==> src/rtl/uart_rx_fifo.sv <==
`default_nettype none
// ============================================================================
//  Module   : uart_rx_fifo
//  Brief    : Receive-side byte FIFO behind a UART receiver. Bytes strobed
//             in with rx_ready are read out on a first-word-fall-through
//             valid/ready port. Sticky overflow and framing-error flags are
//             kept alongside.
//             Optional build macro UART_RX_FIFO_ERR_CNT_EN adds an 8-bit
//             saturating framing-error counter on port ferr_count.
//  Revision : 1.0 - initial release
// ============================================================================
module uart_rx_fifo #(
    parameter int DEPTH_LOG2 = 4
) (
    input  logic                  CLK,
    input  logic                  rst,
    input  logic                  rx_ready,
    input  logic [7:0]            rx_data,
    input  logic                  framing_error,
    input  logic                  rd_ready,
    output logic                  rd_valid,
    output logic [7:0]            rd_data,
    output logic [DEPTH_LOG2:0]   count,
    output logic                  full,
    output logic                  empty,
    output logic                  overflow,
    output logic                  ferr,
    input  logic                  clr_flags
`ifdef UART_RX_FIFO_ERR_CNT_EN
    ,
    output logic [7:0]            ferr_count
`endif
);

    localparam int c_DEPTH = 1 << DEPTH_LOG2;

    logic [7:0]          r_mem [0:c_DEPTH-1];
    logic [DEPTH_LOG2:0] r_wr_ptr;
    logic [DEPTH_LOG2:0] r_rd_ptr;
    logic                r_overflow;
    logic                r_ferr;
    logic                r_ferr_prev;

    logic                w_full;
    logic                w_empty;
    logic                w_pop;
    logic                w_push;
    logic                w_drop;
    logic                w_ferr_rise;

    // The extra pointer MSB tells a full FIFO from an empty one when the
    // index bits match.
    assign w_empty     = (r_wr_ptr == r_rd_ptr);
    assign w_full      = (r_wr_ptr[DEPTH_LOG2] != r_rd_ptr[DEPTH_LOG2]) &&
                         (r_wr_ptr[DEPTH_LOG2-1:0] == r_rd_ptr[DEPTH_LOG2-1:0]);
    assign w_pop       = !w_empty && rd_ready;
    assign w_push      = rx_ready && (!w_full || w_pop);
    assign w_drop      = rx_ready && w_full && !w_pop;
    assign w_ferr_rise = framing_error && !r_ferr_prev;

    always_ff @(posedge CLK) begin
        if (w_push) begin
            r_mem[r_wr_ptr[DEPTH_LOG2-1:0]] <= rx_data;
        end
    end

    always_ff @(posedge CLK or posedge rst) begin
        if (rst) begin
            r_wr_ptr <= '0;
            r_rd_ptr <= '0;
        end else begin
            if (w_push) r_wr_ptr <= r_wr_ptr + 1'b1;
            if (w_pop)  r_rd_ptr <= r_rd_ptr + 1'b1;
        end
    end

    // Clear wins over a same-cycle set, so a coincident event is lost.
    always_ff @(posedge CLK or posedge rst) begin
        if (rst) begin
            r_overflow  <= 1'b0;
            r_ferr      <= 1'b0;
            r_ferr_prev <= 1'b0;
        end else begin
            r_ferr_prev <= framing_error;
            if (clr_flags) begin
                r_overflow <= 1'b0;
                r_ferr     <= 1'b0;
            end else begin
                if (w_drop)      r_overflow <= 1'b1;
                if (w_ferr_rise) r_ferr     <= 1'b1;
            end
        end
    end

`ifdef UART_RX_FIFO_ERR_CNT_EN
    logic [7:0] r_ferr_count;

    always_ff @(posedge CLK or posedge rst) begin
        if (rst) begin
            r_ferr_count <= 8'd0;
        end else if (clr_flags) begin
            r_ferr_count <= 8'd0;
        end else if (w_ferr_rise && (r_ferr_count != 8'hFF)) begin
            r_ferr_count <= r_ferr_count + 8'd1;
        end
    end

    assign ferr_count = r_ferr_count;
`endif

    assign rd_valid = !w_empty;
    assign rd_data  = r_mem[r_rd_ptr[DEPTH_LOG2-1:0]];
    assign count    = r_wr_ptr - r_rd_ptr;
    assign full     = w_full;
    assign empty    = w_empty;
    assign overflow = r_overflow;
    assign ferr     = r_ferr;

endmodule
`default_nettype wire

==> config.mk <==
export PLATFORM = sky130hd
export DESIGN_NAME = uart_rx_fifo
export DESIGN_NICKNAME = d
export VERILOG_FILES = /design/src/rtl/uart_rx_fifo.sv
export SDC_FILE = /design/constraint.sdc
export NUM_CORES = 1
export LEC_CHECK = 0
export ABC_AREA = 1
export ABC_CLOCK_PERIOD_IN_PS = 5950
export CORE_MARGIN = 2
export CORE_UTILIZATION = 45
export CTS_BUF_LIST = sky130_fd_sc_hd__clkbuf_4 sky130_fd_sc_hd__clkbuf_8
export DETAILED_ROUTE_END_ITERATION = 8
export SLEW_MARGIN = 10
export SYNTH_ARGS = -nofsm -noshare
export SYNTH_HDL_FRONTEND = slang
export SYNTH_SLANG_ARGS = --single-unit
==> constraint.sdc <==
create_clock -name CLK -period 5.95 [get_ports CLK]
set_input_delay 1.19 -clock CLK [delete_from_list [all_inputs] [get_ports CLK]]
set_output_delay 1.19 -clock CLK [all_outputs]
set_load 0.01 [all_outputs]
== Yosys cells after proc, flatten, opt, wreduce, memory -nomap -nowiden ==
Memory sizes are Yosys's and may differ from the RTL's.
Cells that the tools add are included.

* Add/sub/neg operators: 3
* Equality and inequality tests: 3
* Multiplexer cells: 6
* Reduce and logical (&&, ||, !) cells: 13

{| class="wikitable"
|+ Operator list
! operator !! count
|-
| adder 5 x 1 -> 5 bit, second input constant || 2
|-
| logical AND 1 bit || 6
|-
| 2-to-1 mux 1 bit || 6
|-
| == test 5 bit || 1
|-
| subtractor 5 bit || 1
|-
| == test 4 bit || 1
|-
| logical NOT 1 bit || 4
|-
| nonzero test 2 bit || 2
|-
| logical OR 1 bit || 1
|-
| != test 1 bit || 1
|}

* Flip-flop bits (word level): 13
* Bits in writable memories: 128
* Input bits: 14
* Output and inout bits: 18
* Word-level logic and storage cells: 31
* Memories: 1

{| class="wikitable"
|+ Memories
! memory !! words !! bits a word !! rd ports !! clocked after memory_dff !! wr ports !! line !! text
|-
| r_mem || 16 || 8 || 1 || 0 || 1 || 37 || <nowiki>logic [7:0] r_mem [0:c_DEPTH-1];</nowiki>
|}

== Logic depth before layout (Yosys ltp) ==
Gate-level depths: netlist of run 1.

* Depth after elaboration: 7
* Depth in mapped cells: 11
* Gate-level depth less buffers: 8

== Least setup slack after synthesis of run 1 ==
Ideal clock, no wire load.

* Kind: register to output
* From: register r_rd_ptr[1]
* To: output count[4]
* Data arrival time: 1.653 ns
* Required time: 4.760 ns
* Setup slack: 3.107 ns
* Cell stages (with the launch flop): 8
* Buffers on the path: 2
* Path through: dfrtp_1 buf_2 clkinv_1 clkbuf_1 fa_1 nand3_1 nand2_1 xor2_1

* Word-level cells in the longest chain between the ends: 1

{| class="wikitable"
|+ Ends and longest elaborated chain
! item !! line !! text
|-
| start: declaration || 39 || <nowiki>logic [DEPTH_LOG2:0] r_rd_ptr;</nowiki>
|-
| start signal: assignment || 73 || <nowiki>if (w_pop) r_rd_ptr <= r_rd_ptr + 1'b1;</nowiki>
|-
| subtractor 5 bit || 113 || <nowiki>assign count = r_wr_ptr - r_rd_ptr;</nowiki>
|-
| end: declaration || 23 || <nowiki>output logic [DEPTH_LOG2:0] count,</nowiki>
|}

Every way passes these cells.

== Worst setup path in the final report of run 1 ==
Same ends and word-level chain as after synthesis.

==> impl_metrics.toml, run 1 <==
[floorplan]
num_io_pins = 32
core_area_sq_um = 14370
die_area_sq_um = 15510
fp.dieH_um = 124.5
start_util_pct = 45.49
die_x_um = 124.5
rows = 44

[clocking]
numCtsBuffers = 17
worst_setup_hold_path_clk_slew_ns = 0.07
post_cts.repair.setup_buffers = 0
cts_resized = 0
ctsHoldBuffers = 0
cts_tree = "built"
clockRootBuffer = "clkbuf_8"
worstSkewPairLatency_ns = 0.46
clock-sinks = 141
htree_levels = 4
clockBufferDepth = 2

[cells_and_area]
fin_area_sq_um = 7332
fin_nets = 734
antenna-diode-count = 0
layout-drive-gt1-share_pct = 4.979
layout_commonest_cell = "nand2_1"
most-common-layout-cells = "nand2_1 (233), inv_1 (134), edfxtp_1 (128)"
area_growth_pct = 12.17
fin_util_pct = 51.03

[power]
p_sw_mw = 1.310
pwr-share-seq_pct = 36.9
combPwrFrac_pct = 41.7
p_sw_share_pct = 38.62
vdd_ir_drop_max_uv = 384.9
p_per_area_nw_per_um2 = 462.7
p_total_mw = 3.393
clockPowerShare_pct = 21.5
total_leakage_power_nw = 3.248
power.internal_mw = 2.082

[sta]
min_period_ns = 4.680
slew_viol_final = 0
fin_setup_tns_ns = 0
rsz0062_at_grt = "false"
skew_ns = 0.007350
slew_headroom_pct = 21.03
finalCritPeriodShare_pct = 78.65
tightestPinTransition_ns = 1.177
finalSetupViolCount = 0
fmax_ghz = 0.2137
hold_viol = 0

[critical_path]
regToRegEndpoint = "r_mem[10][2]$_DFFE_PP_"
worstPathArrival_ns = 3.49
crit_path_end = "count[4]"
crit_fanout = 35
critical_path.max_stage_delay_ns = 0.91
rr_worst_depth = 7
endpoint_kind = "output pin"
r2r_slack_ns = 2.21
cp.depth = 6
slowest_stage = "clkinv_1"
critPathBufInv = 2
timing.rr.start = "r_rd_ptr[1]$_DFFE_PP0P_"
critPathTopFamily = "buffers and inverters"
criticalPathCategory = "reg2out"
path_cells = "clkinv_1 -> fa_1 -> nand3_1 -> nand2_1 -> xor2_1 -> clkdlybuf4s50_1"
start_kind = "flip-flop"
startpoint = "r_rd_ptr[1]$_DFFE_PP0P_"
crit_required_ns = 4.76

[place]
numPortBuffers = 31
place_congestion = 0.7912
hpwl_um = 9315
dpl_cell_area_sq_um = 6963

[route]
dr_total_vias = 4504
postRouteAntennaNets = 0
drt-pass1-iter-count = 5
drc = 0
drt-total-wl_um = 15010
drtIter0Drc = 411
wl_per_cell_um = 16.55
avgViaCountPerCell = 4.966

[global_routing]
grt_first_pass_wirelength_um = 23820
grt_usage_pct = 20.25
grt_pass1_vias = 4462
overflow = 0
antenna_found_initial = 0
grt_start_max_net_pins = 68

[job]
drv_cap = 0

[synth]
syn_inst = 684
synth_nets = 708
synthesis.area_sq_um = 6536
ys_seq_elements = 141
ys.warnings.count = 0
seq_area_frac_synth_pct = 63.78
avgSynthCellArea_sq_um = 9.556
yosys.cell_types.count = 23

[hold_path]
hp-class = "reg2reg"

[run_status]
status = "finished, final reports clean"
-- flip-flops by register name (all words and copies together), names as in the netlist --
| name | count |
|---|---|
| r_mem | 128 |
| r_rd_ptr | 5 |
| r_wr_ptr | 5 |
| ferr | 1 |
| overflow | 1 |
| r_ferr_prev | 1 |
-- per-stage QoR --
stage | worst slack, ns | cells | hold WS, ns
after floorplan | 3.107 | 684 | 0.5126
after global placement | 1.857 | 875 | 0.4869
after detailed placement | 1.729 | 875 | 0.4910
after CTS | 1.225 | 907 | 0.5124
after global routing | 1.092 | 907 | 0.5606
final | 1.270 | 907 | 0.5053
-- layer usage --
metal	GRT usage (%)	part of all wire (%)
met1	27.38	48
met2	32.21	47
met4	6.543	1.3
met3	5.155	4.1
met5	0	0
-- worst register-to-register path, cell delays in order, from the launching register on --
cell      delay, ns
dfrtp_1        0.35
clkinv_1       0.91
ha_1           0.72
nand2_1        0.14
nor2_4         0.06
nand3_2        0.13
nand2_2        0.24
nor2_1         0.82
-- layout make-up --
class                      count  area, sq um
clock buffer                  18        241.5
clock inverter                14        127.6
fill                        1317         7037
inverter                     138        518.0
multi-input combinational    379         1719
sequential                   141         4170
tap                          184        230.2
timing repair buffer          33        325.3
-- cells in the mapped netlist (all sizes together) --
library cell / count / area [sq um]
nand2: 234 / 880.9
nand3b: 1 / 7.510
ha: 9 / 112.6
o21ai: 4 / 20.02
xnor2: 2 / 17.52
nand4: 1 / 6.260
nand3: 90 / 455.4
buf: 19 / 103.9
edfxtp: 128 / 3844
dfrtp: 13 / 325.3
nor3: 1 / 5.000
a21oi: 5 / 25.02
xor2: 9 / 78.83
nor2: 22 / 90.09
inv: 135 / 506.7
clkbuf: 7 / 26.28
fa: 1 / 20.02
clkinv: 3 / 11.26
-- power by group through the flow --
stage	Clock, mW	Sequential, mW	Combinational (mW)
final	0.728	1.25	1.41
after global routing	0.786	1.26	1.57
after CTS	0.741	1.25	1.42
after detailed placement	0	1.27	1.41
after global placement	0	1.27	1.39
after floorplan	0	1.24	0.915
-- worst min path at each step --
stage,start,end,slack (ns),cells past startpoint
floorplan,r_wr_ptr[0]$_DFFE_PP0P_,r_wr_ptr[0]$_DFFE_PP0P_,0.51,2
global placement,ferr$_DFFE_PP0P_,ferr$_DFFE_PP0P_,0.49,2
detailed placement,ferr$_DFFE_PP0P_,ferr$_DFFE_PP0P_,0.49,2
CTS,ferr$_DFFE_PP0P_,ferr$_DFFE_PP0P_,0.51,2
global route,overflow$_DFFE_PP0P_,overflow$_DFFE_PP0P_,0.56,2
finish,ferr$_DFFE_PP0P_,ferr$_DFFE_PP0P_,0.51,2
-- cell families (layout without fill, tap and decap cells) --
group,count (synthesis),in the layout,share of synthesized area [%]
adder cells (fa/ha/maj),10,10,2.029
XOR/XNOR,11,11,1.474
AND/OR/NAND/NOR,349,349,22.11
flip-flops,141,141,63.78
AO/OA/AOI/OAI,9,9,0.6891
buffers and inverters,164,203,9.916
No activity file was read; power rests on OpenSTA's default activity.
==> inputs of run 2 (changes only) <==
--- a/config.mk
+++ b/config.mk
@@ -6,7 +6,7 @@
 export NUM_CORES = 1
 export LEC_CHECK = 0
 export ABC_AREA = 1
-export ABC_CLOCK_PERIOD_IN_PS = 5950
+export ABC_CLOCK_PERIOD_IN_PS = 4800
 export CORE_MARGIN = 2
 export CORE_UTILIZATION = 45
 export CTS_BUF_LIST = sky130_fd_sc_hd__clkbuf_4 sky130_fd_sc_hd__clkbuf_8
==> constraint.sdc (replaced) <==
create_clock -name CLK -period 4.8 [get_ports CLK]
set_input_delay 0.96 -clock CLK [delete_from_list [all_inputs] [get_ports CLK]]
set_output_delay 0.96 -clock CLK [all_outputs]
set_load 0.01 [all_outputs]
==> run 2 against run 1 <==
Compared with the run above: clock power rose by 24%; hold slack improved by 0.012 ns; via count fell by 0.89%; sequential power rose by 27%; cell count rose by 0.11%; critical path type unchanged; critical endpoint is now empty; largest power group unchanged.
==> impl_metrics.toml, run 2 (same netlist as run 1, synthesis figures left out) <==
[sta]
slew_headroom_pct = 24.54
hold_viol = 0
min_period_ns = 4.336
skew_ns = 0.009418
rsz0062_at_grt = "false"
fin_setup_tns_ns = 0
setup_slack_ns = 0.4641
tightestPinTransition_ns = 1.130
fmax_ghz = 0.2306
slew_viol_final = 0
holdWs_ns = 0.5174
finalCritPeriodShare_pct = 90.33
finalSetupViolCount = 0

[power]
total_leakage_power_nw = 3.254
vdd_ir_drop_max_uv = 426.3
p_per_area_nw_per_um2 = 570.7
p_total_mw = 4.186

[floorplan]
fp.dieH_um = 124.5
num_io_pins = 32
die_area_sq_um = 15510
core_area_sq_um = 14370
rows = 44
die_x_um = 124.5
start_util_pct = 45.49

[global_routing]
grt_usage_pct = 20.29
grt_pass1_vias = 4349
antenna_found_initial = 0
overflow = 0
grt_first_pass_wirelength_um = 23850
grt_start_max_net_pins = 66

[place]
place_congestion = 0.7687
numPortBuffers = 31
post-place-cells = 876
dp_slack_ns = 0.9222
hpwl_um = 9337
dpl_cell_area_sq_um = 6970

[route]
postRouteAntennaNets = 0
dr_total_vias = 4464
drtIter0Drc = 493
avgViaCountPerCell = 4.916
wl_per_cell_um = 16.43
drc = 0
drt-total-wl_um = 14920
drt-pass1-iter-count = 5

[clocking]
worstSkewPairLatency_ns = 0.46
cts_tree = "built"
clockRootBuffer = "clkbuf_8"
worst_setup_hold_path_clk_slew_ns = 0.07
ctsHoldBuffers = 0
clockBufferDepth = 2
cts_resized = 0
htree_levels = 4
post_cts.repair.setup_buffers = 0
numCtsBuffers = 17
clock-sinks = 141

[job]
drv_cap = 0

[cells_and_area]
layout_commonest_cell = "nand2_1"
layout-drive-gt1-share_pct = 5.249
n_fill_cell = 1325
multiInputGateArea_sq_um = 1719
regArea_sq_um = 4170
fin_nets = 735
largest_register_ff_count = 128
fin_area_sq_um = 7335
final_cells = 908
most-common-layout-cells = "nand2_1 (233), inv_1 (134), edfxtp_1 (128)"
antenna-diode-count = 0
fin_util_pct = 51.04
area_growth_pct = 12.21

[critical_path]
crit_fanout = 14
endpoint_kind = "output pin"
rr_worst_depth = 7
regToRegEndpoint = "r_mem[8][7]$_DFFE_PP_"
worstPathArrival_ns = 3.38
r2r_slack_ns = 1.11
criticalPathCategory = "reg2out"
startpoint = "r_rd_ptr[2]$_DFFE_PP0P_"
start_kind = "flip-flop"
crit_required_ns = 3.84
timing.rr.start = "r_rd_ptr[2]$_DFFE_PP0P_"

[run_status]
status = "finished, final reports clean"

[hold_path]
min_from = "ferr$_DFFE_PP0P_"
hp-class = "reg2reg"
hold_depth = 2
hold_end = "ferr$_DFFE_PP0P_"
[run 2: cell type report]
| type | instances | share of cell area [%] |
|---|---|---|
| well taps | 184 | 3.139 |
| multi-input cells | 379 | 23.44 |
| clock buffers | 17 | 3.190 |
| clock inverters | 15 | 1.774 |
| repair buffers | 34 | 4.538 |
| inverters | 138 | 7.062 |
| flip-flops and latches | 141 | 56.86 |
[run 2: worst max path at each step]
| stage | end | slack [ns] |
|---|---|---|
| finish | empty | 0.46 |
| global route | empty | 0.31 |
| CTS | empty | 0.42 |
| detailed placement | empty | 0.92 |
| global placement | empty | 0.97 |
| floorplan | count[4] | 2.19 |
[run 2: report_power, final]
part | total, mW | internal [mW] | switching [mW] | leakage [nW]
logic | 1.69 | 0.659 | 1.04 | 1.75
clock network | 0.901 | 0.448 | 0.453 | 0.185
registers | 1.59 | 1.47 | 0.120 | 1.32
[run 2: worst max-delay path: stages (launching register included)]
cell             delay, ns
dfrtp_1               0.80
clkinv_1              0.57
ha_1                  0.54
nand2_1               0.13
nor2_4                0.16
nand2_1               0.10
inv_1                 0.07
clkdlybuf4s50_1       0.53
[run 2: layer usage]
metal,up-vias,global-route usage [%],wire (um)
met5,-,0,0
met4,0,8.196,334
met3,23,4.768,917
met2,150,30.63,6778
met1,2092,28.49,6886
li1,2199,-,-
